[src/rtl/shift_seq_pkg.sv]
// Shared types and seed helpers for the LED chaser sequencer.
// Seed helpers are built at a fixed maximum width; callers keep the low WIDTH bits.
package shift_seq_pkg;

    typedef enum logic [1:0] {
        MODE_RIGHT  = 2'd0,
        MODE_LEFT   = 2'd1,
        MODE_BOUNCE = 2'd2,
        MODE_HOLD   = 2'd3
    } mode_e;

    typedef enum logic {
        ST_IDLE = 1'b0,
        ST_RUN  = 1'b1
    } state_e;

    localparam int unsigned SEED_MAX_W = 64;

    function automatic logic [SEED_MAX_W-1:0] seed_msb(input int unsigned width);
        return {{(SEED_MAX_W-1){1'b0}}, 1'b1} << (width - 1);
    endfunction

    function automatic logic [SEED_MAX_W-1:0] seed_lsb(input int unsigned width);
        return (width == 0) ? '0 : {{(SEED_MAX_W-1){1'b0}}, 1'b1};
    endfunction

endpackage

[src/rtl/shift_seq_ctrl_tick_gen.sv]
// Step-rate prescaler: one tick every div_q enabled cycles.
// A loaded period of zero is clamped to one so the chaser never stalls.
module tick_gen #(
    parameter int unsigned      CNT_W       = 24,
    parameter logic [CNT_W-1:0] DEFAULT_DIV = 24'd13_500_000
) (
    input  logic             clk,
    input  logic             rst,
    input  logic             en,
    input  logic             clr,
    input  logic             load,
    input  logic [CNT_W-1:0] div,
    output logic             tick
);

    localparam logic [CNT_W-1:0] ONE = {{(CNT_W-1){1'b0}}, 1'b1};

    logic [CNT_W-1:0] div_q, div_d;
    logic [CNT_W-1:0] counter_q, counter_d;

    assign tick = en && (counter_q == (div_q - ONE));

    always_comb begin
        div_d     = div_q;
        counter_d = counter_q;
        if (load) begin
            div_d     = (div == '0) ? ONE : div;
            counter_d = '0;
        end else if (clr) begin
            counter_d = '0;
        end else if (en) begin
            counter_d = tick ? '0 : counter_q + ONE;
        end
    end

    always_ff @(posedge clk or posedge rst) begin
        if (rst) begin
            div_q     <= DEFAULT_DIV;
            counter_q <= '0;
        end else begin
            div_q     <= div_d;
            counter_q <= counter_d;
        end
    end

endmodule

[src/rtl/shift_seq_ctrl.sv]
// LED chaser sequencer: IDLE/RUN control around a one-hot pattern register,
// stepping right/left/bounce/hold on each prescaler tick.
module shift_seq_ctrl
    import shift_seq_pkg::*;
#(
    parameter int unsigned      WIDTH       = 8,
    parameter int unsigned      CNT_W       = 24,
    parameter logic [CNT_W-1:0] DEFAULT_DIV = 24'd13_500_000
) (
    input  logic             clk,
    input  logic             rst,
    input  logic             start,
    input  logic             stop,
    input  logic             pause,
    input  logic [1:0]       mode,
    input  logic             oneshot,
    input  logic [CNT_W-1:0] div,
    input  logic             div_load,
    output logic [WIDTH-1:0] out_bits,
    output logic             busy,
    output logic             done,
    output logic             step
);

    localparam logic [SEED_MAX_W-1:0] MSB_FULL = seed_msb(WIDTH);
    localparam logic [SEED_MAX_W-1:0] LSB_FULL = seed_lsb(WIDTH);
    localparam logic [WIDTH-1:0]      MSB      = MSB_FULL[WIDTH-1:0];
    localparam logic [WIDTH-1:0]      LSB      = LSB_FULL[WIDTH-1:0];
    localparam logic                  DIR_RIGHT = 1'b0;
    localparam logic                  DIR_LEFT  = 1'b1;

    state_e           state_q, state_d;
    mode_e            mode_q, mode_d;
    logic             oneshot_q, oneshot_d;
    logic             dir_q, dir_d;
    logic [WIDTH-1:0] out_q, out_d;
    logic             busy_q, busy_d;
    logic             done_q, done_d;
    logic             step_q, step_d;
    logic             tick;
    logic             start_ok;
    logic             complete;

    assign start_ok = (state_q == ST_IDLE) && start && !stop;

    tick_gen #(
        .CNT_W      (CNT_W),
        .DEFAULT_DIV(DEFAULT_DIV)
    ) u_tick_gen (
        .clk (clk),
        .rst (rst),
        .en  ((state_q == ST_RUN) && !pause),
        .clr (start_ok),
        .load(div_load),
        .div (div),
        .tick(tick)
    );

    always_ff @(posedge clk or posedge rst) begin
        if (rst) begin
            state_q   <= ST_IDLE;
            mode_q    <= MODE_RIGHT;
            oneshot_q <= 1'b0;
            dir_q     <= DIR_RIGHT;
            out_q     <= MSB;
            busy_q    <= 1'b0;
            done_q    <= 1'b0;
            step_q    <= 1'b0;
        end else begin
            state_q   <= state_d;
            mode_q    <= mode_d;
            oneshot_q <= oneshot_d;
            dir_q     <= dir_d;
            out_q     <= out_d;
            busy_q    <= busy_d;
            done_q    <= done_d;
            step_q    <= step_d;
        end
    end

    always_comb begin
        state_d = state_q;
        case (state_q)
            ST_IDLE: if (start_ok) state_d = ST_RUN;
            ST_RUN: begin
                if (stop || (tick && complete)) state_d = ST_IDLE;
            end
            default: state_d = ST_IDLE;
        endcase
    end

    // Stop outranks a coincident tick: no pattern update and no step pulse.
    always_comb begin
        out_d     = out_q;
        dir_d     = dir_q;
        mode_d    = mode_q;
        oneshot_d = oneshot_q;
        step_d    = 1'b0;
        complete  = 1'b0;
        if (start_ok) begin
            mode_d    = mode_e'(mode);
            oneshot_d = oneshot;
            case (mode_e'(mode))
                MODE_RIGHT:  out_d = MSB;
                MODE_LEFT:   out_d = LSB;
                MODE_BOUNCE: begin
                    out_d = MSB;
                    dir_d = DIR_RIGHT;
                end
                default:     out_d = out_q;
            endcase
        end else if ((state_q == ST_RUN) && tick && !stop) begin
            step_d = 1'b1;
            case (mode_q)
                MODE_RIGHT: begin
                    if (out_q == LSB) begin
                        if (oneshot_q) complete = 1'b1;
                        else           out_d    = MSB;
                    end else begin
                        out_d = out_q >> 1;
                    end
                end
                MODE_LEFT: begin
                    if (out_q == MSB) begin
                        if (oneshot_q) complete = 1'b1;
                        else           out_d    = LSB;
                    end else begin
                        out_d = out_q << 1;
                    end
                end
                MODE_BOUNCE: begin
                    if (dir_q == DIR_RIGHT) begin
                        if (out_q == LSB) begin
                            dir_d = DIR_LEFT;
                            out_d = out_q << 1;
                        end else begin
                            out_d = out_q >> 1;
                        end
                    end else if (out_q == MSB) begin
                        if (oneshot_q) begin
                            complete = 1'b1;
                        end else begin
                            dir_d = DIR_RIGHT;
                            out_d = out_q >> 1;
                        end
                    end else begin
                        out_d = out_q << 1;
                    end
                end
                default: complete = oneshot_q;
            endcase
        end
        done_d = complete;
        busy_d = (state_d == ST_RUN);
    end

    assign out_bits = out_q;
    assign busy     = busy_q;
    assign done     = done_q;
    assign step     = step_q;

endmodule

[config.mk]
export PLATFORM = sky130hd
export DESIGN_NAME = shift_seq_ctrl
export DESIGN_NICKNAME = d
export VERILOG_FILES = /design/src/rtl/shift_seq_pkg.sv /design/src/rtl/shift_seq_ctrl_tick_gen.sv /design/src/rtl/shift_seq_ctrl.sv
export SDC_FILE = /design/constraint.sdc
export NUM_CORES = 1
export LEC_CHECK = 0
export ABC_AREA = 1
export CORE_ASPECT_RATIO = 0.7
export CORE_MARGIN = 1
export CORE_UTILIZATION = 50
export DETAILED_ROUTE_END_ITERATION = 6
export PLACE_DENSITY = 0.71
export SYNTH_ARGS = -nofsm -noshare
export SYNTH_HDL_FRONTEND = slang
export SYNTH_SLANG_ARGS = --single-unit
[constraint.sdc]
create_clock -name clk -period 2.4 [get_ports clk]
set_input_delay 0.36 -clock clk [delete_from_list [all_inputs] [get_ports clk]]
set_output_delay 0.36 -clock clk [all_outputs]
set_load 0.02 [all_outputs]
=== Word level (Yosys, flattened, before mapping) ===
Index checks and enable logic that the tools add are counted.

* Reduce and logical (&&, ||, !) cells: 20
* Equal/unequal tests: 12
* Bitwise operators: 1
* Mux-type cells: 36
* Add/subtract/negate cells: 2

{| class="wikitable"
|+ Operators by type and width
! operator !! count
|-
| $mux 24 || 5
|-
| $mux 8 || 10
|-
| $add 24x1->24 const B || 1
|-
| $eq 24x24->1 || 1
|-
| $logic_not 24->1 || 1
|-
| $pmux 8 s3 || 1
|-
| $sub 24x1->24 const B || 1
|-
| $mux 1 || 17
|-
| $pmux 8 s2 || 1
|-
| $eq 8x1->1 const B || 1
|-
| $eq 8x8->1 const B || 1
|-
| $ne 4x4->1 const B || 2
|-
| $logic_and 1x1->1 || 7
|-
| $reduce_and 6->1 || 1
|-
| $ne 5x5->1 const B || 1
|-
| $eq 2x1->1 const B || 2
|-
| $eq 2x2->1 const B || 2
|-
| $logic_not 2->1 || 2
|-
| $reduce_bool 2->1 || 2
|-
| $reduce_bool 4->1 || 1
|-
| $ne 3x2->1 const B || 1
|-
| $pmux 1 s3 || 1
|-
| $reduce_and 3->1 || 1
|-
| $reduce_bool 3->1 || 1
|-
| other kinds (6) || 7
|}

* Register bits after elaboration: 63
* Input port bits: 33

=== Depth between registers and ports, before layout ===
Gate-level depths: netlist of run 1.

* Depth after elaboration: 11
* Depth in mapped cells: 19
* Depth with buffers taken out: 18

=== Modules after synthesis ===
Synthesis of run 1 repeated with hierarchy kept, for this count alone.

* Cell total of the unflattened synthesis: 770
* Area total of the unflattened synthesis: 5074.9 sq um

{| class="wikitable"
|+ By module, submodules not included
! module !! seq. area each (sq um) !! area each (sq um) !! times used !! cells each
|-
| tick_gen || 1218.7 || 4006.3 || 1 || 621
|-
| shift_seq_ctrl || 376.6 || 1068.5 || 1 || 149
|}

=== Worst setup path before layout of run 1 ===
OpenSTA, ideal clock, no wires.

* Kind: register to register
* Start: register u_tick_gen.div_q[0]
* End: register dir_q
* Arrival: 1.903 ns
* Setup time: 0.117 ns
* Path slack: 0.380 ns
* Data required time: 2.283 ns
* Stages on the path, launching flop included: 19
* Path through: dfrtp_1 -> inv_2 -> ha_1 -> nand2_4 -> nor2_8 -> nand2_1 -> nand2_1 -> nand2_1 -> nor2_1 -> nand2_1 -> nor2_1 -> nand2_1 -> nor2_2 -> nand3_2 -> nand2_2 -> buf_6 -> nand2_1 -> nand2_1 -> nand2_1

* Longest elaborated chain between the ends: 7

{| class="wikitable"
|+ Ends and longest elaborated chain
! what !! line !! source
|-
| start: declaration || shift_seq_ctrl_tick_gen.sv:18 || <nowiki>logic [CNT_W-1:0] div_q, div_d;</nowiki>
|-
| start signal: assignment || shift_seq_ctrl_tick_gen.sv:41 || <nowiki>div_q <= div_d;</nowiki>
|-
| $sub 24x1->24 || shift_seq_ctrl_tick_gen.sv:21 || <nowiki>assign tick = en && (counter_q == (div_q - ONE));</nowiki>
|-
| $eq 24x24->1 || shift_seq_ctrl_tick_gen.sv:21 ||
|-
| $logic_and 1x1->1 || shift_seq_ctrl_tick_gen.sv:21 ||
|-
| $logic_and 1x1->1 (2 in a row) || shift_seq_ctrl.sv:112 || <nowiki>end else if ((state_q == ST_RUN) && tick && !stop) begin</nowiki>
|-
| $reduce_bool 2->1 (no source line) || -- ||
|-
| $reduce_and 3->1 (no source line) || -- ||
|-
| end signal: assignment || shift_seq_ctrl.sv:73 || <nowiki>dir_q <= dir_d;</nowiki>
|-
| end: declaration || shift_seq_ctrl.sv:35 || <nowiki>logic dir_q, dir_d;</nowiki>
|}

Every way passes these cells.
A chain may end at the register's enable or synchronous reset.

=== Worst setup path in the final report of run 1 ===
* Start: register u_tick_gen.div_q[1]
* End: register out_q[0], in the netlist out_bits[0]

* Longest elaborated chain between the ends: 7

{| class="wikitable"
|+ Ends and longest elaborated chain
! what !! line !! source
|-
| $sub 24x1->24 || shift_seq_ctrl_tick_gen.sv:21 ||
|-
| $eq 24x24->1 || shift_seq_ctrl_tick_gen.sv:21 ||
|-
| $logic_and 1x1->1 || shift_seq_ctrl_tick_gen.sv:21 ||
|-
| $logic_and 1x1->1 (2 in a row) || shift_seq_ctrl.sv:112 ||
|-
| $reduce_bool 2->1 (no source line) || -- ||
|-
| $reduce_and 6->1 (no source line) || -- ||
|-
| end signal: assignment || shift_seq_ctrl.sv:74 || <nowiki>out_q <= out_d;</nowiki>
|-
| end: declaration || shift_seq_ctrl.sv:36 || <nowiki>logic [WIDTH-1:0] out_q, out_d;</nowiki>
|}

Every way passes these cells.

==> flow_summary_export.csv, run 1 <==
group,metric,value,unit
timing,finalHoldViolations,0,
routing,vias,4231,
clock_tree,numClockSinks,63,
routing,wl,11900,microns
global_routing,overflow,0,
clock_tree,clock_latency,330,ps
global_routing,grt_max_degree,64,
pwr,comb_power_share,25.3,%
routing,drt_iter0_markers,334,
cells_and_area,final_util,63.8,%
global_routing,grtUsageMet2,36.7,%
yosys,synthCells,623,
global_routing,busiest_layer,"met1",
floorplanning,die_w,114,microns
cells_and_area,drive_gt1_share,14.3,%
clock_tree,h-tree-depth,3,
yosys,synth-edff-count,0,
yosys,synth_area_leaders,"dfrtp_1, nand2_1, dfstp_2, inv_1, xor2_1",
global_routing,antenna_found_initial,0,
run_status,status,"finished clean",
place,place_inst,787,
global_routing,grt_pass1_wl,19100,microns
pwr,p_int,2.23,mW
cells_and_area,n_fill_cell,780,
yosys,mappedNetlistNets,662,
clock_tree,cts-root-buf,"clkbuf_16",
timing,hold-worst-slack,404,ps
worst_setup_path,worstPathRequired,2670,ps
yosys,ys_seq_area_share,36.0,%
global_routing,use_met3,6.26,%
routing,drc,0,
global_routing,grt_use_met1,43.6,%
yosys,yosysUniqueCellTypes,35,
clock_tree,cts_buffers,9,
pwr,p_sw,1.06,mW
cells_and_area,finish.instance_area,5430,sq um
yosys,synthArstFlopShare,100,%
timing,final.setup.tns,0,ps
timing,slew-limit-headroom,54.0,%
timing,worstMarginPinSlew,686,ps
floorplanning,die-area,9240,sq um
pwr,p_per_area,606,nW/um^2
worst_setup_path,path_max_fanout,7,
worst_setup_path,arrival,2510,ps
timing,max_freq,445,MHz
yosys,synthFlopType,"dfrtp_1",
yosys,ys_ff_latch,63,
routing,post_drt_wl_per_cell,14.8,microns
yosys,yosys.area.top_type,"dfrtp_1",
timing,setup_slack,154,ps
worst_setup_path,path_class,"reg2reg",
yosys,synth_commonest_cells,"nand2_1, inv_1, nor2_1, dfrtp_1, nand3_1",
timing,finalClockSkew,5.21,ps
worst_setup_path,worstSetupEndpointType,"flip-flop",
cells_and_area,nets,719,
floorplanning,start_util,52.0,%
worst_setup_path,reg2reg_depth,16,
clock_tree,clk_path_buf_depth,2,
clock_tree,tritoncts,"built",
pwr,p_seq_share,39.6,%
pwr,p_leak,2.42,nW
pwr,switching_share,32.1,%
yosys,yosys_warnings,0,
job,max_cap_violations,0,
pwr,power,3.29,mW
cells_and_area,antenna_cells,0,
timing,period_minus_slack,2250,ps
routing,antenna_left,0,
yosys,syn_area_per_cell,7.10,sq um
yosys,synth_most_common_cell,"nand2_1",
pwr,pwr-share-clk,35.1,%
timing,finalCritPeriodShare,93.6,%
clock_tree,cts.clk_slew.worst_paths,50,ps
timing,rsz0062_at_grt,"yes",
global_routing,grt_usage,27.4,%
floorplanning,die_h,80.7,microns
floorplanning,core_area,8510,sq um
global_routing,grt_pass1_vias,3769,
place,portBuffers,43,
cells_and_area,stdcell_count,805,
routing,vias_per_cell,5.26,
cells_and_area,syn_to_final_growth,22.7,%
worst_setup_path,start_kind,"flip-flop",
floorplanning,ios,44,
timing,setup_viol,0,
place,placed_cell_area,5060,sq um
yosys,synth_area,4430,sq um
pwr,irDropWorstVdd,0.442,mV
place,dp_slack,-18.6,ps
place,place.gp.congestion,0.881,
worst_hold_path,holdCritPathClass,"in2async",
floorplanning,rows,28,
place,place_hpwl,9070,microns
routing,dr.pass1.iters,5,
timing,maxSlewViolCount,0,
yosys,synth.top_cell.area_share,27.1,%
[cell usage in the layout (no fill, tap or decap), drive strengths merged, types with 15 or more instances in the layout]
cell           instances
clkdlybuf4s50         43
dfrtp                 48
dfstp                 15
inv                   90
nand2                184
nand3                 41
nor2                  72
o21ai                 38
o22ai                 19
xor2                  24
[metal layers]
metal,vias to the layer above,part of all wire (%),routed length [microns]
met1,1949,52,6120
met5,-,0,0
met2,145,39,4660
met4,0,0.95,113
li1,2125,-,-
met3,12,8.3,980
[power by group through the flow]
stage	clock [mW]	sequential [mW]	combinational [mW]
2_1_floorplan	0	1.31	0.478
3_3_place_gp	0	1.31	0.772
3_5_place_dp	0	1.31	0.784
4_1_cts	1.18	1.29	0.789
5_1_grt	1.23	1.32	0.927
6_report	1.16	1.30	0.831
[cell families after synthesis]
logic type / synth area share, %
xor gates and xnor gates: 6.53
buffers and inverters: 9.08
and+or+nand+nor: 36.2
DFF: 36.0
AOI/OAI and AO/OA: 8.71
adders and majority gates: 1.70
muxes: 1.78
[registers in the layout, indices dropped and copies added, names as in the netlist]
| name | flops |
|---|---|
| mode_q | 2 |
| out_bits | 8 |
| u_tick_gen.counter_q | 24 |
| u_tick_gen.div_q | 24 |
| oneshot_q | 1 |
| dir_q | 1 |
| done | 1 |
| busy | 1 |
| step | 1 |
[final timing paths]
path / slack, ps / end / from
setup / recovery: 150 / out_bits[0] / u_tick_gen.div_q[1]
hold / removal: 400 / out_bits[4] / rst
setup reg to reg: 150 / out_bits[0] / u_tick_gen.div_q[1]
hold reg to reg: 500 / out_bits[7] / out_bits[7]
max in group asynchronous: 1650 / u_tick_gen.div_q[23] / rst
min in group clk: 500 / out_bits[7] / out_bits[7]
[timing repair]
action / in CTS / in global routing
hold buffers: 0 / 0
setup endpoints to repair: 0 / 34
buffers inserted: 0 / 2
gates resized for setup: 0 / 22
[layout make-up]
class / count / area, sq um / area share [%]
multi-input cells: 457 / 2510 / 46.2
flip-flops and latches: 63 / 1600 / 29.5
repair buffers: 57 / 564 / 10.4
inverters: 92 / 345 / 6.36
clock buffers: 14 / 254 / 4.68
well taps: 120 / 150 / 2.77
clock inverters: 2 / 10.0 / 0.184
[worst max-delay path: stages, from the launching register on]
cell and delay (ps):
dfrtp_1 410, inv_2 100, ha_4 180, nand2_8 80, nor2_8 160, buf_4 140, nand4_1 90, nand2_1 130
nor2_1 60, nor2_1 100, nand2_1 70, nor2_2 110, nand3_2 130, nand2_4 160, buf_6 140, nand3_2 60
nand2_1 80
(Power assumes the default switching activity.)
==> run 2: changes to the inputs <==
- CORE_MARGIN: 1 -> 5
- CORE_UTILIZATION: 50 -> 58
- PLACE_DENSITY: 0.71 -> 0.81
==> flow_summary_export.csv, run 2 (synthesized netlist as in run 1, its figures left out) <==
group,metric,value,unit
timing,max_freq,437,MHz
floorplanning,core_area,7350,sq um
worst_setup_path,worstSetupEndpointType,"flip-flop",
timing,setup_slack,113,ps
cells_and_area,nets,722,
floorplanning,die_w,114,microns
place,dp_slack,-0.798,ps
timing,worstMarginPinSlew,568,ps
worst_setup_path,r2r-start,"u_tick_gen.div_q[0]",
clock_tree,cts.clk_slew.worst_paths,70,ps
cells_and_area,antenna_cells,0,
timing,slew-limit-headroom,61.9,%
clock_tree,tritoncts,"built",
worst_setup_path,path_max_fanout,8,
worst_setup_path,arrival,2530,ps
clock_tree,numClockSinks,63,
cells_and_area,final_util,72.5,%
global_routing,grt_pass1_vias,4004,
clock_tree,cts_buffers,9,
pwr,p_leak,2.41,nW
worst_setup_path,r2r_end,"out_bits[3]",
routing,drc,0,
worst_setup_path,path_class,"reg2reg",
place,place_inst,765,
routing,antenna_left,0,
place,portBuffers,43,
global_routing,overflow,0,
cells_and_area,finish.instance_area,5330,sq um
timing,finalClockSkew,10.2,ps
timing,finalCritPeriodShare,95.3,%
worst_setup_path,reg2reg_depth,16,
timing,final.setup.tns,0,ps
routing,wl,12400,microns
worst_hold_path,holdCritPathClass,"in2async",
timing,period_minus_slack,2290,ps
cells_and_area,multi_input_comb_area,2500,sq um
floorplanning,die-area,9510,sq um
cells_and_area,final_cell_mix,"nand2_1, inv_1, nor2_1",
worst_setup_path,worstPathRequired,2640,ps
clock_tree,h-tree-depth,3,
place,placed_cell_area,5040,sq um
floorplanning,rows,26,
clock_tree,clk_path_buf_depth,2,
clock_tree,clock_latency,360,ps
routing,post_drt_wl_per_cell,15.7,microns
worst_setup_path,start_kind,"flip-flop",
cells_and_area,n_fill_cell,586,
place,place.gp.congestion,0.972,
pwr,p_per_area,558,nW/um^2
cells_and_area,register_area,1600,sq um
job,max_cap_violations,0,
pwr,irDropWorstVdd,0.483,mV
timing,finalHoldViolations,0,
routing,dr.pass1.iters,5,
worst_setup_path,reg2reg_setup_slack,110,ps
global_routing,grt_usage,26.4,%
global_routing,antenna_found_initial,0,
cells_and_area,syn_to_final_growth,20.4,%
floorplanning,ios,44,
routing,drt_iter0_markers,452,
global_routing,grt_pass1_wl,20100,microns
place,place_hpwl,9450,microns
clock_tree,cts-root-buf,"clkbuf_8",
cells_and_area,final_common_cell,"nand2_1",
timing,maxSlewViolCount,0,
routing,vias,4406,
timing,setup_viol,0,
floorplanning,die_h,83.1,microns
cells_and_area,stdcell_count,786,
routing,vias_per_cell,5.61,
cells_and_area,drive_gt1_share,14.1,%
floorplanning,start_util,60.2,%
run_status,status,"finished clean",
global_routing,grt_max_degree,44,
==> run 2: changes by cell type in the layout (fill, tap and decap cells not counted), sizes merged <==
cell,previous run,this run
clkbuf,14,11
clkinvlp,0,2
buf,14,17
clkinv,4,5
==> run 2: where the power goes <==
group / internal, mW / leakage (nW) / switching (mW)
logic: 0.339 / 1.52 / 0.513
clock network: 0.400 / 0.0853 / 0.429
registers: 1.17 / 0.801 / 0.125
total: 1.91 / 2.41 / 1.07
==> run 2: layout make-up <==
| class | count | area share [%] |
|---|---|---|
| Multi-Input combinational cell | 457 | 46.9 |
| Sequential cell | 63 | 29.9 |
| Timing Repair Buffer | 60 | 11.1 |
| Inverter | 92 | 6.48 |
| Clock buffer | 11 | 2.65 |
| Tap cell | 98 | 2.30 |
| Clock inverter | 5 | 0.634 |
==> run 2: critical path: stages (launching register included) <==
cell     delay [ps]
dfrtp_1         400
inv_2           110
ha_4            190
nand2_8          80
nor2_8          170
buf_6           140
nand4_1         100
nand2_1          90
nand2_1          60
nor2_1           90
nand2_1          70
nor2_2          130
nand3_2         130
nand2_4         170
nand2_8          90
nand2_2          90
nand2_1          50
==> run 2: metrics by stage <==
stage / hold WS (ps) / power, mW
CTS: 329 / 2.95
detailed placement: 494 / 2.10
global placement: 476 / 2.09
finish: 333 / 2.98
global route: 356 / 3.15
floorplan: 470 / 1.79
==> run 2: repair_timing <==
action                                  4_1_cts  5_1_grt
gates resized for setup                       0       19
hold buffers                                  0        0
buffers inserted                              0        6
endpoints found under the setup margin        0       34
==> run 2: worst max path at each step <==
stage | startpoint | endpoint | slack (ps) | depth (start not counted)
after floorplan | u_tick_gen.div_q[0] | dir_q | 380 | 18
after global placement | pause | out_bits[1] | 70 | 15
after detailed placement | pause | out_bits[3] | -0.8 | 15
after CTS | u_tick_gen.div_q[1] | out_bits[4] | 40 | 17
after global routing | u_tick_gen.div_q[4] | out_bits[3] | -20 | 16
final | u_tick_gen.div_q[0] | out_bits[3] | 110 | 16
==> run 2: per-layer routing <==
metal	up-vias	share of wire [%]	routed length, microns	global-route usage [%]
met3	16	10	1270	6.61
met1	2066	48	5910	41.2
li1	2120	-	-	-
met4	0	1.0	126	6.04
met2	204	41	5070	36.3
met5	-	0	0	0
